--- config.mk ---
export PLATFORM = sky130hd
export DESIGN_NAME = alu16_sequencer
export DESIGN_NICKNAME = d
export VERILOG_FILES = /design/src/rtl/alu16_sequencer.sv
export SDC_FILE = /design/constraint.sdc
export NUM_CORES = 1
export LEC_CHECK = 0
export CAP_MARGIN = 20
export CORE_MARGIN = 2
export CORE_UTILIZATION = 43
export CTS_CLUSTER_DIAMETER = 80
export DETAILED_ROUTE_END_ITERATION = 12
export MAX_ROUTING_LAYER = met4
export PLACE_DENSITY_LB_ADDON = 0.15
export SETUP_SLACK_MARGIN = 0.4
export SKIP_CTS_REPAIR_TIMING = 1
export SYNTH_ARGS = -nofsm -noshare
export SYNTH_HDL_FRONTEND = slang
export SYNTH_SLANG_ARGS = --single-unit
--- constraint.sdc ---
create_clock -name clk -period 1.75 [get_ports clk]
set_input_delay 0.175 -clock clk [delete_from_list [all_inputs] [get_ports clk]]
set_output_delay 0.175 -clock clk [all_outputs]
set_load 0.1 [all_outputs]
--- src/rtl/alu16_sequencer.sv ---
// Two-pass 16-bit ADD16/ADDSP/INC16/DEC16 on the shared 8-bit ALU; accept at edge k, done pulse k+3..k+4.
// No backpressure: start is taken only in IDLE and dropped otherwise; the ALU is owned only during LO and HI.
module alu16_sequencer #(
   parameter int                  ALU_OP_W = 5,
   parameter logic [ALU_OP_W-1:0] OP_NOP   = ALU_OP_W'(0),
   parameter logic [ALU_OP_W-1:0] OP_ADD   = ALU_OP_W'(1),
   parameter logic [ALU_OP_W-1:0] OP_ADC   = ALU_OP_W'(2),
   parameter logic [ALU_OP_W-1:0] OP_SUB   = ALU_OP_W'(3),
   parameter logic [ALU_OP_W-1:0] OP_SBC   = ALU_OP_W'(4),
   parameter int                  FLAG_Z   = 3,
   parameter int                  FLAG_N   = 2,
   parameter int                  FLAG_H   = 1,
   parameter int                  FLAG_C   = 0
) (
   input  logic                clk,
   input  logic                rst_n,
   input  logic                start,
   input  logic [1:0]          op,
   input  logic [15:0]         opa,
   input  logic [15:0]         opb,
   input  logic [3:0]          flags_in,
   output logic                busy,
   output logic                done,
   output logic [15:0]         result,
   output logic [3:0]          flags_out,
   output logic                alu_own,
   output logic [7:0]          alu_a,
   output logic [7:0]          alu_b,
   output logic [ALU_OP_W-1:0] alu_op,
   output logic [3:0]          alu_flags_in,
   input  logic [7:0]          alu_res,
   input  logic [3:0]          alu_flags_out
);

   localparam logic [1:0] OP16_ADD = 2'd0;
   localparam logic [1:0] OP16_ASP = 2'd1;
   localparam logic [1:0] OP16_INC = 2'd2;
   localparam logic [1:0] OP16_DEC = 2'd3;

   typedef enum logic [1:0] {S_IDLE, S_LO, S_HI, S_DONE} state_t;

   state_t                state_q;
   logic [1:0]            op_q;
   logic [15:0]           opa_q;
   logic [15:0]           opb_q;
   logic [3:0]            fin_q;
   logic [7:0]            res_lo_q;
   logic                  c_lo_q;
   logic                  h_lo_q;
   logic                  busy_q;
   logic                  done_q;
   logic [15:0]           result_q;
   logic [3:0]            flags_q;
   logic [7:0]            alu_a_q;
   logic [7:0]            alu_b_q;
   logic [ALU_OP_W-1:0]   alu_op_q;
   logic [3:0]            alu_fin_q;

   logic [4:0]            nib_lo_sum;
   logic [4:0]            nib_hi_sum;
   logic                  h_lo_d;
   logic                  h_hi_d;
   logic [7:0]            lo_b_d;
   logic [ALU_OP_W-1:0]   lo_op_d;
   logic [7:0]            hi_b_d;
   logic [ALU_OP_W-1:0]   hi_op_d;
   logic [3:0]            hi_cin_d;
   logic [3:0]            flags_d;

   // Half carries are formed here because the ALU H bit reflects only one byte.
   assign nib_lo_sum = {1'b0, opa_q[3:0]} + {1'b0, opb_q[3:0]};
   assign nib_hi_sum = {1'b0, opa_q[11:8]} + {1'b0, opb_q[11:8]} + {4'b0000, c_lo_q};
   assign h_lo_d     = nib_lo_sum[4];
   assign h_hi_d     = nib_hi_sum[4];

   always_comb begin
      lo_b_d  = opb[7:0];
      lo_op_d = OP_ADD;
      if (op == OP16_INC || op == OP16_DEC) begin
         lo_b_d = 8'h01;
      end
      if (op == OP16_DEC) begin
         lo_op_d = OP_SUB;
      end
   end

   always_comb begin
      hi_b_d   = 8'h00;
      hi_op_d  = OP_ADC;
      hi_cin_d = 4'b0000;
      hi_cin_d[FLAG_C] = alu_flags_out[FLAG_C];
      case (op_q)
         OP16_ADD: hi_b_d = opb_q[15:8];
         OP16_ASP: hi_b_d = {8{opb_q[7]}};
         OP16_DEC: hi_op_d = OP_SBC;
         default:  hi_b_d = 8'h00;
      endcase
   end

   always_comb begin
      flags_d = fin_q;
      case (op_q)
         OP16_ADD: begin
            flags_d[FLAG_N] = 1'b0;
            flags_d[FLAG_H] = h_hi_d;
            flags_d[FLAG_C] = alu_flags_out[FLAG_C];
         end
         OP16_ASP: begin
            flags_d         = 4'b0000;
            flags_d[FLAG_H] = h_lo_q;
            flags_d[FLAG_C] = c_lo_q;
         end
         default: flags_d = fin_q;
      endcase
   end

   // done is registered off the DONE state, so it lands one cycle after DONE while the FSM is back in IDLE.
   always_ff @(posedge clk or negedge rst_n) begin
      if (!rst_n) begin
         state_q   <= S_IDLE;
         op_q      <= 2'd0;
         opa_q     <= 16'h0000;
         opb_q     <= 16'h0000;
         fin_q     <= 4'b0000;
         res_lo_q  <= 8'h00;
         c_lo_q    <= 1'b0;
         h_lo_q    <= 1'b0;
         busy_q    <= 1'b0;
         done_q    <= 1'b0;
         result_q  <= 16'h0000;
         flags_q   <= 4'b0000;
         alu_a_q   <= 8'h00;
         alu_b_q   <= 8'h00;
         alu_op_q  <= OP_NOP;
         alu_fin_q <= 4'b0000;
      end else begin
         done_q <= 1'b0;
         case (state_q)
            S_IDLE: begin
               if (start) begin
                  state_q   <= S_LO;
                  op_q      <= op;
                  opa_q     <= opa;
                  opb_q     <= opb;
                  fin_q     <= flags_in;
                  busy_q    <= 1'b1;
                  alu_a_q   <= opa[7:0];
                  alu_b_q   <= lo_b_d;
                  alu_op_q  <= lo_op_d;
                  alu_fin_q <= 4'b0000;
               end
            end
            S_LO: begin
               state_q   <= S_HI;
               res_lo_q  <= alu_res;
               c_lo_q    <= alu_flags_out[FLAG_C];
               h_lo_q    <= h_lo_d;
               alu_a_q   <= opa_q[15:8];
               alu_b_q   <= hi_b_d;
               alu_op_q  <= hi_op_d;
               alu_fin_q <= hi_cin_d;
            end
            S_HI: begin
               state_q   <= S_DONE;
               busy_q    <= 1'b0;
               result_q  <= {alu_res, res_lo_q};
               flags_q   <= flags_d;
               alu_a_q   <= 8'h00;
               alu_b_q   <= 8'h00;
               alu_op_q  <= OP_NOP;
               alu_fin_q <= 4'b0000;
            end
            default: begin
               state_q <= S_IDLE;
               done_q  <= 1'b1;
            end
         endcase
      end
   end

   assign busy         = busy_q;
   assign alu_own      = busy_q;
   assign done         = done_q;
   assign result       = result_q;
   assign flags_out    = flags_q;
   assign alu_a        = alu_a_q;
   assign alu_b        = alu_b_q;
   assign alu_op       = alu_op_q;
   assign alu_flags_in = alu_fin_q;

endmodule

==> metrics.txt, run 1 <==
CTS tree=yes; crit-path max FO=15; Total Nets Final=about 470; total of max-cap violations=0; syn avg cell area=12.2 µm²; largest net degree at the start of global routing=39; DIE HEIGHT=96.4 µm; htree depth=3; fin worst setup slack=0.155 ns; final setup fails=0; Area Growth Syn to Fin=42.4%; routed vias=2,609; TritonRoute pass-1 iters=4; skew final=approximately 0.0093 ns; CTS sink count=85; status=complete, no violations; share of cells above drive strength 1=0.400; Root Buffer=clkbuf_8; Netlist cell types=26; Final Hold Viols=0; Starting Density=0.444; GR Util met1=0.241; DRT iter0 DRCs=124; RSZ-0062 raised after global routing=yes; largest family of logic cells by synthesized area=multiplexers; crit path time final=1.59 ns; global routing's busiest layer=met2; met2 Use GR=0.287; I/O pin count=a little over 100; Simple-Gate Fraction of Synth Area=0.0696; die footprint=9290 µm²; Buffers on Ports=92; FMAX=~630 MHz; post-place setup slack=0.0617 ns; standard-cell rows=33; final setup TNS=0 ns; post-synthesis xor/xnor area fraction=0; Die Width=96.4 µm; Residual DRC=0; most frequent cells in the layout=dfrtp_1, buf_4, clkdlybuf4s50_1; Seq cells post-synth=85; total CTS buffers=9; first-pass GRT wire length=12,400 µm; commonest non-fill, non-tap cell in the layout=dfrtp_1; multiplexer area fraction after synthesis=0.178; number of global-route vias before repair=2,491; fin crit share=0.911; Post-Synthesis Cells=300; crit path kind=reg2reg; clk_lat worst skew=0.34 ns; WL/cell=16.5 µm; hpwl dp=5530 µm; CP top delay family=flip-flops; sequential element share of the synthesized area=0.580; initial antenna violation count=0; Yosys Warn Count=0; slowest CP cell=dfrtp_1; diodes inserted=0; total routed wirelength=roughly 8500 µm; CP Buf/Inv Count=2; crit-path max cell delay=0.44 ns; total grt overflow=0; crit path DAT=1.83 ns; adder-cell area share of the yosys netlist=0.0375; required time of the critical path=around 2 ns; post-route antenna net violation count=0; Reg clk slew, reported paths=0.09 ns; Worst Setup End Kind=register; vias per std cell=5.04; final core utilization=0.633; mapped cell area=3670 µm²; GRT Total Usage=0.181; Layout fillers=660; met3 usage=0.0407; compound-cell area share of the yosys netlist=0.0842; core area=8260 µm²; CP Launch Type=register; Final Slew Violations=0; Clock Path Buffers=2; Final GP Congestion=0.740; critical path cell sequence=inv_2, ha_4, nor2b_4, or2_4, buf_12, a221oi_4, nor2_1; Hold Crit Class=in2async
[flip-flops by register name, indices dropped and copies added (netlist names)]
| signal | count |
|---|---|
| opb_q | 13 |
| c_lo_q | 1 |
| state_q | 2 |
| opa_q | 12 |
| h_lo_q | 1 |
| alu_flags_in | 1 |
| alu_b | 8 |
| alu_a | 8 |
| flags_out | 4 |
| alu_own | 1 |
| fin_q | 4 |
| done | 1 |
| alu_op | 3 |
| result | 16 |
| op_q | 2 |
| res_lo_q | 8 |
[final timing paths]
check / cells after the start / slack [ns] / endpoint / start
worst max-delay path: 7 / 0.16 / alu_b[4] / state_q[0]
worst min-delay path: 2 / 0.33 / result[9] / rst_n
worst max register to register: 7 / 0.16 / alu_b[4] / state_q[0]
worst min register to register: 2 / 0.49 / alu_op[0] / alu_op[0]
max in group asynchronous: 3 / 0.81 / opa_q[11] / rst_n
min in group clk: 3 / 0.42 / alu_flags_in[0] / alu_flags_out[0]
[synth_stat cells (all sizes together)]
master	n	share of area
nor2b	1	0.0038
or2	1	0.0017
o21ai	20	0.027
a221oi	15	0.036
dfrtp	85	0.58
a32oi	1	0.0024
nand2b	1	0.0017
buf	15	0.030
mux2	57	0.17
clkinv	1	0.0010
o31ai	1	0.0020
inv	14	0.014
nand4	1	0.0017
nand2	16	0.016
nand3	2	0.0027
clkbuf	5	0.0051
o211ai	1	0.0020
nor2	39	0.040
a22o	1	0.0024
ha	11	0.038
mux2i	1	0.0027
a21oi	9	0.012
and2	1	0.0017
conb	1	0.0010
[kinds of logic after synthesis]
logic type	count (synthesis)
flops	85
simple gates	62
mux	58
compound gates	48
buf+inv	35
fa+ha+maj	11
other cells	1
[layout make-up]
class | instances | area [µm²] | share of cell area
Sequential cell | 85 | 2130 | 0.407
Clock buffer | 11 | 141 | 0.0271
Clock inverter | 5 | 60.1 | 0.0115
Inverter | 15 | 58.8 | 0.0113
Tap cell | 105 | 131 | 0.0251
Multi-Input combinational cell | 185 | 1630 | 0.311
Timing Repair Buffer | 112 | 1080 | 0.207
[per-stage QoR]
stage | hold WS [ns] | std cells | cell area [µm²]
floorplan | -0.121 | 304 | 3810
global placement | 0.175 | 492 | 4720
detailed placement | 0.176 | 492 | 4720
CTS | -0.201 | 508 | 4920
global route | 0.372 | 518 | 5230
finish | 0.334 | 518 | 5230
[routing by layer]
metal | part of all wire | wire length (µm) | vias to the layer above
met3 | 0.035 | 300 | 5
met1 | 0.48 | 4070 | 1289
met4 | 0.0063 | 54 | 0
met5 | 0 | 0 | -
met2 | 0.48 | 4120 | 60
li1 | - | - | 1255
Power of run 1 is left out: the tool's default activity adds up to more than one toggle a clock period on the data nets, which glitch-free logic cannot reach.
==> run 2: changes to the inputs <==
--- a/config.mk
+++ b/config.mk
@@ -11,9 +11,8 @@
 export CTS_CLUSTER_DIAMETER = 80
 export DETAILED_ROUTE_END_ITERATION = 12
 export MAX_ROUTING_LAYER = met4
-export PLACE_DENSITY_LB_ADDON = 0.15
+export PLACE_DENSITY = 0.76
 export SETUP_SLACK_MARGIN = 0.4
-export SKIP_CTS_REPAIR_TIMING = 1
 export SYNTH_ARGS = -nofsm -noshare
 export SYNTH_HDL_FRONTEND = slang
 export SYNTH_SLANG_ARGS = --single-unit
==> metrics.txt, run 2 (synthesized netlist as in run 1, its figures left out) <==
status=complete, no violations (unchanged); sequential cell area=2130 µm² (unchanged); CP Launch Type=register (unchanged); most frequent cells in the layout=dfrtp_1, buf_4, mux2_2 (was dfrtp_1, buf_4, clkdlybuf4s50_1); Starting Density=0.444 (unchanged); CTS tree=yes (unchanged); Clock Path Buffers=2 (unchanged); Final Slew Violations=0 (unchanged); crit-path max FO=13 (was 15); post-route antenna net violation count=0 (unchanged); area taken by multi-input logic gates=1570 µm² (was 1630 µm²); routed vias=2,768 (was 2,609); vias per std cell=5.24 (was 5.04); DRT iter0 DRCs=148 (was 124); commonest non-fill, non-tap cell in the layout=dfrtp_1 (unchanged); Final Hold Viols=0 (unchanged); GR Util met1=0.272 (was 0.241); final setup fails=0 (unchanged); number of global-route vias before repair=2,923 (was 2,491); crit path time final=1.61 ns (was 1.59 ns); htree depth=3 (unchanged); skew final=0.0101 ns (was 0.00928 ns); initial antenna violation count=0 (unchanged); diodes inserted=0 (unchanged); clk_lat worst skew=0.36 ns (was 0.34 ns); global routing's busiest layer=met2 (unchanged); Area Growth Syn to Fin=47.2% (was 42.4%); Total Nets Final=482 (was 472); reg2reg start=state_q[0] (unchanged); core area=8260 µm² (unchanged); Root Buffer=clkbuf_8 (unchanged); die footprint=9290 µm² (unchanged); Hold Crit Class=in2async (unchanged); RSZ-0062 raised after global routing=yes (unchanged); total routed wirelength=9740 µm (was 8550 µm); hpwl dp=5780 µm (was 5530 µm); GRT Total Usage=0.224 (was 0.181); total of max-cap violations=0 (unchanged); first-pass GRT wire length=14,800 µm (was 12,400 µm); TritonRoute pass-1 iters=4 (unchanged); fin crit share=0.922 (was 0.911); met3 usage=0.0352 (was 0.0407); Worst Setup End Kind=register (unchanged); crit path kind=reg2reg (unchanged); standard-cell rows=33 (unchanged); max FFs per register=16 (unchanged); total CTS buffers=9 (unchanged); Residual DRC=0 (unchanged); CTS sink count=85 (unchanged); DIE HEIGHT=96.4 µm (unchanged); I/O pin count=101 (unchanged); WL/cell=18.4 µm (was 16.5 µm); crit path DAT=1.85 ns (was 1.83 ns); Final GP Congestion=0.792 (was 0.740); FMAX=619 MHz (was 627 MHz); largest net degree at the start of global routing=37 (was 39); Buffers on Ports=92 (unchanged); Layout fillers=609 (was 660); share of cells above drive strength 1=0.414 (was 0.400); total grt overflow=0 (unchanged); critical path launch point=state_q[0] (unchanged); met2 Use GR=0.373 (was 0.287); required time of the critical path=1.99 ns (was 1.98 ns); final setup TNS=0 ns (unchanged); Die Width=96.4 µm (unchanged); Reg clk slew, reported paths=0.08 ns (was 0.09 ns)
## run 2: layout make-up
type | instances | area share
Sequential cell | 85 | 0.394
Clock inverter | 4 | 0.0130
Inverter | 15 | 0.0107
Multi-Input combinational cell | 184 | 0.290
Clock buffer | 12 | 0.0287
Tap cell | 105 | 0.0243
Timing Repair Buffer | 123 | 0.239
## run 2: path summary, 6_finish.rpt
| check | slack (ns) | cells after the start | end |
|---|---|---|---|
| setup / recovery | 0.14 | 7 | alu_b[5] |
| hold / removal | 0.31 | 2 | result[14] |
| setup reg to reg | 0.14 | 7 | alu_b[5] |
| hold reg to reg | 0.51 | 1 | result[14] |
| max in group asynchronous | 0.81 | 3 | res_lo_q[2] |
| min in group clk | 0.43 | 2 | fin_q[3] |
## run 2: routing by layer
metal / up-vias / wire length (µm) / share of wire
met4: 0 / 284 / 0.029
li1: 1263 / - / -
met3: 22 / 453 / 0.047
met5: - / 0 / 0
met2: 94 / 5020 / 0.52
met1: 1389 / 3980 / 0.41
## run 2: worst max-delay path: stages (launching register included)
cell	delay (ns)
dfrtp_1	0.44
inv_2	0.08
ha_4	0.16
nor2b_4	0.12
or2_4	0.27
buf_12	0.16
a221oi_2	0.20
nor2_1	0.06
## run 2: repair_timing
| item | CTS | global route |
|---|---|---|
| pin swaps | 2 | 3 |
| resized for setup | 31 | 11 |
| hold buffers | 1 | 0 |
| setup buffers | 11 | 2 |
| cloned | 5 | 2 |
| hold endpoints to repair | 31 | 0 |
| endpoints found under the setup margin | 78 | 82 |
## run 2: stage by stage
step | hold WS (ns) | setup WS, ns | area (µm²) | util | instances
2_1_floorplan | -0.121 | 0.224 | 3810 | - | 304
5_1_grt | 0.364 | 0.0668 | 5400 | 0.654 | 528
3_3_place_gp | 0.146 | 0.104 | 4700 | 0.569 | 491
6_report | 0.309 | 0.136 | 5400 | 0.654 | 528
3_5_place_dp | 0.154 | 0.0488 | 4700 | 0.569 | 491
4_1_cts | 0.314 | 0.164 | 5280 | 0.640 | 524
Power of run 2 is left out for the same reason.
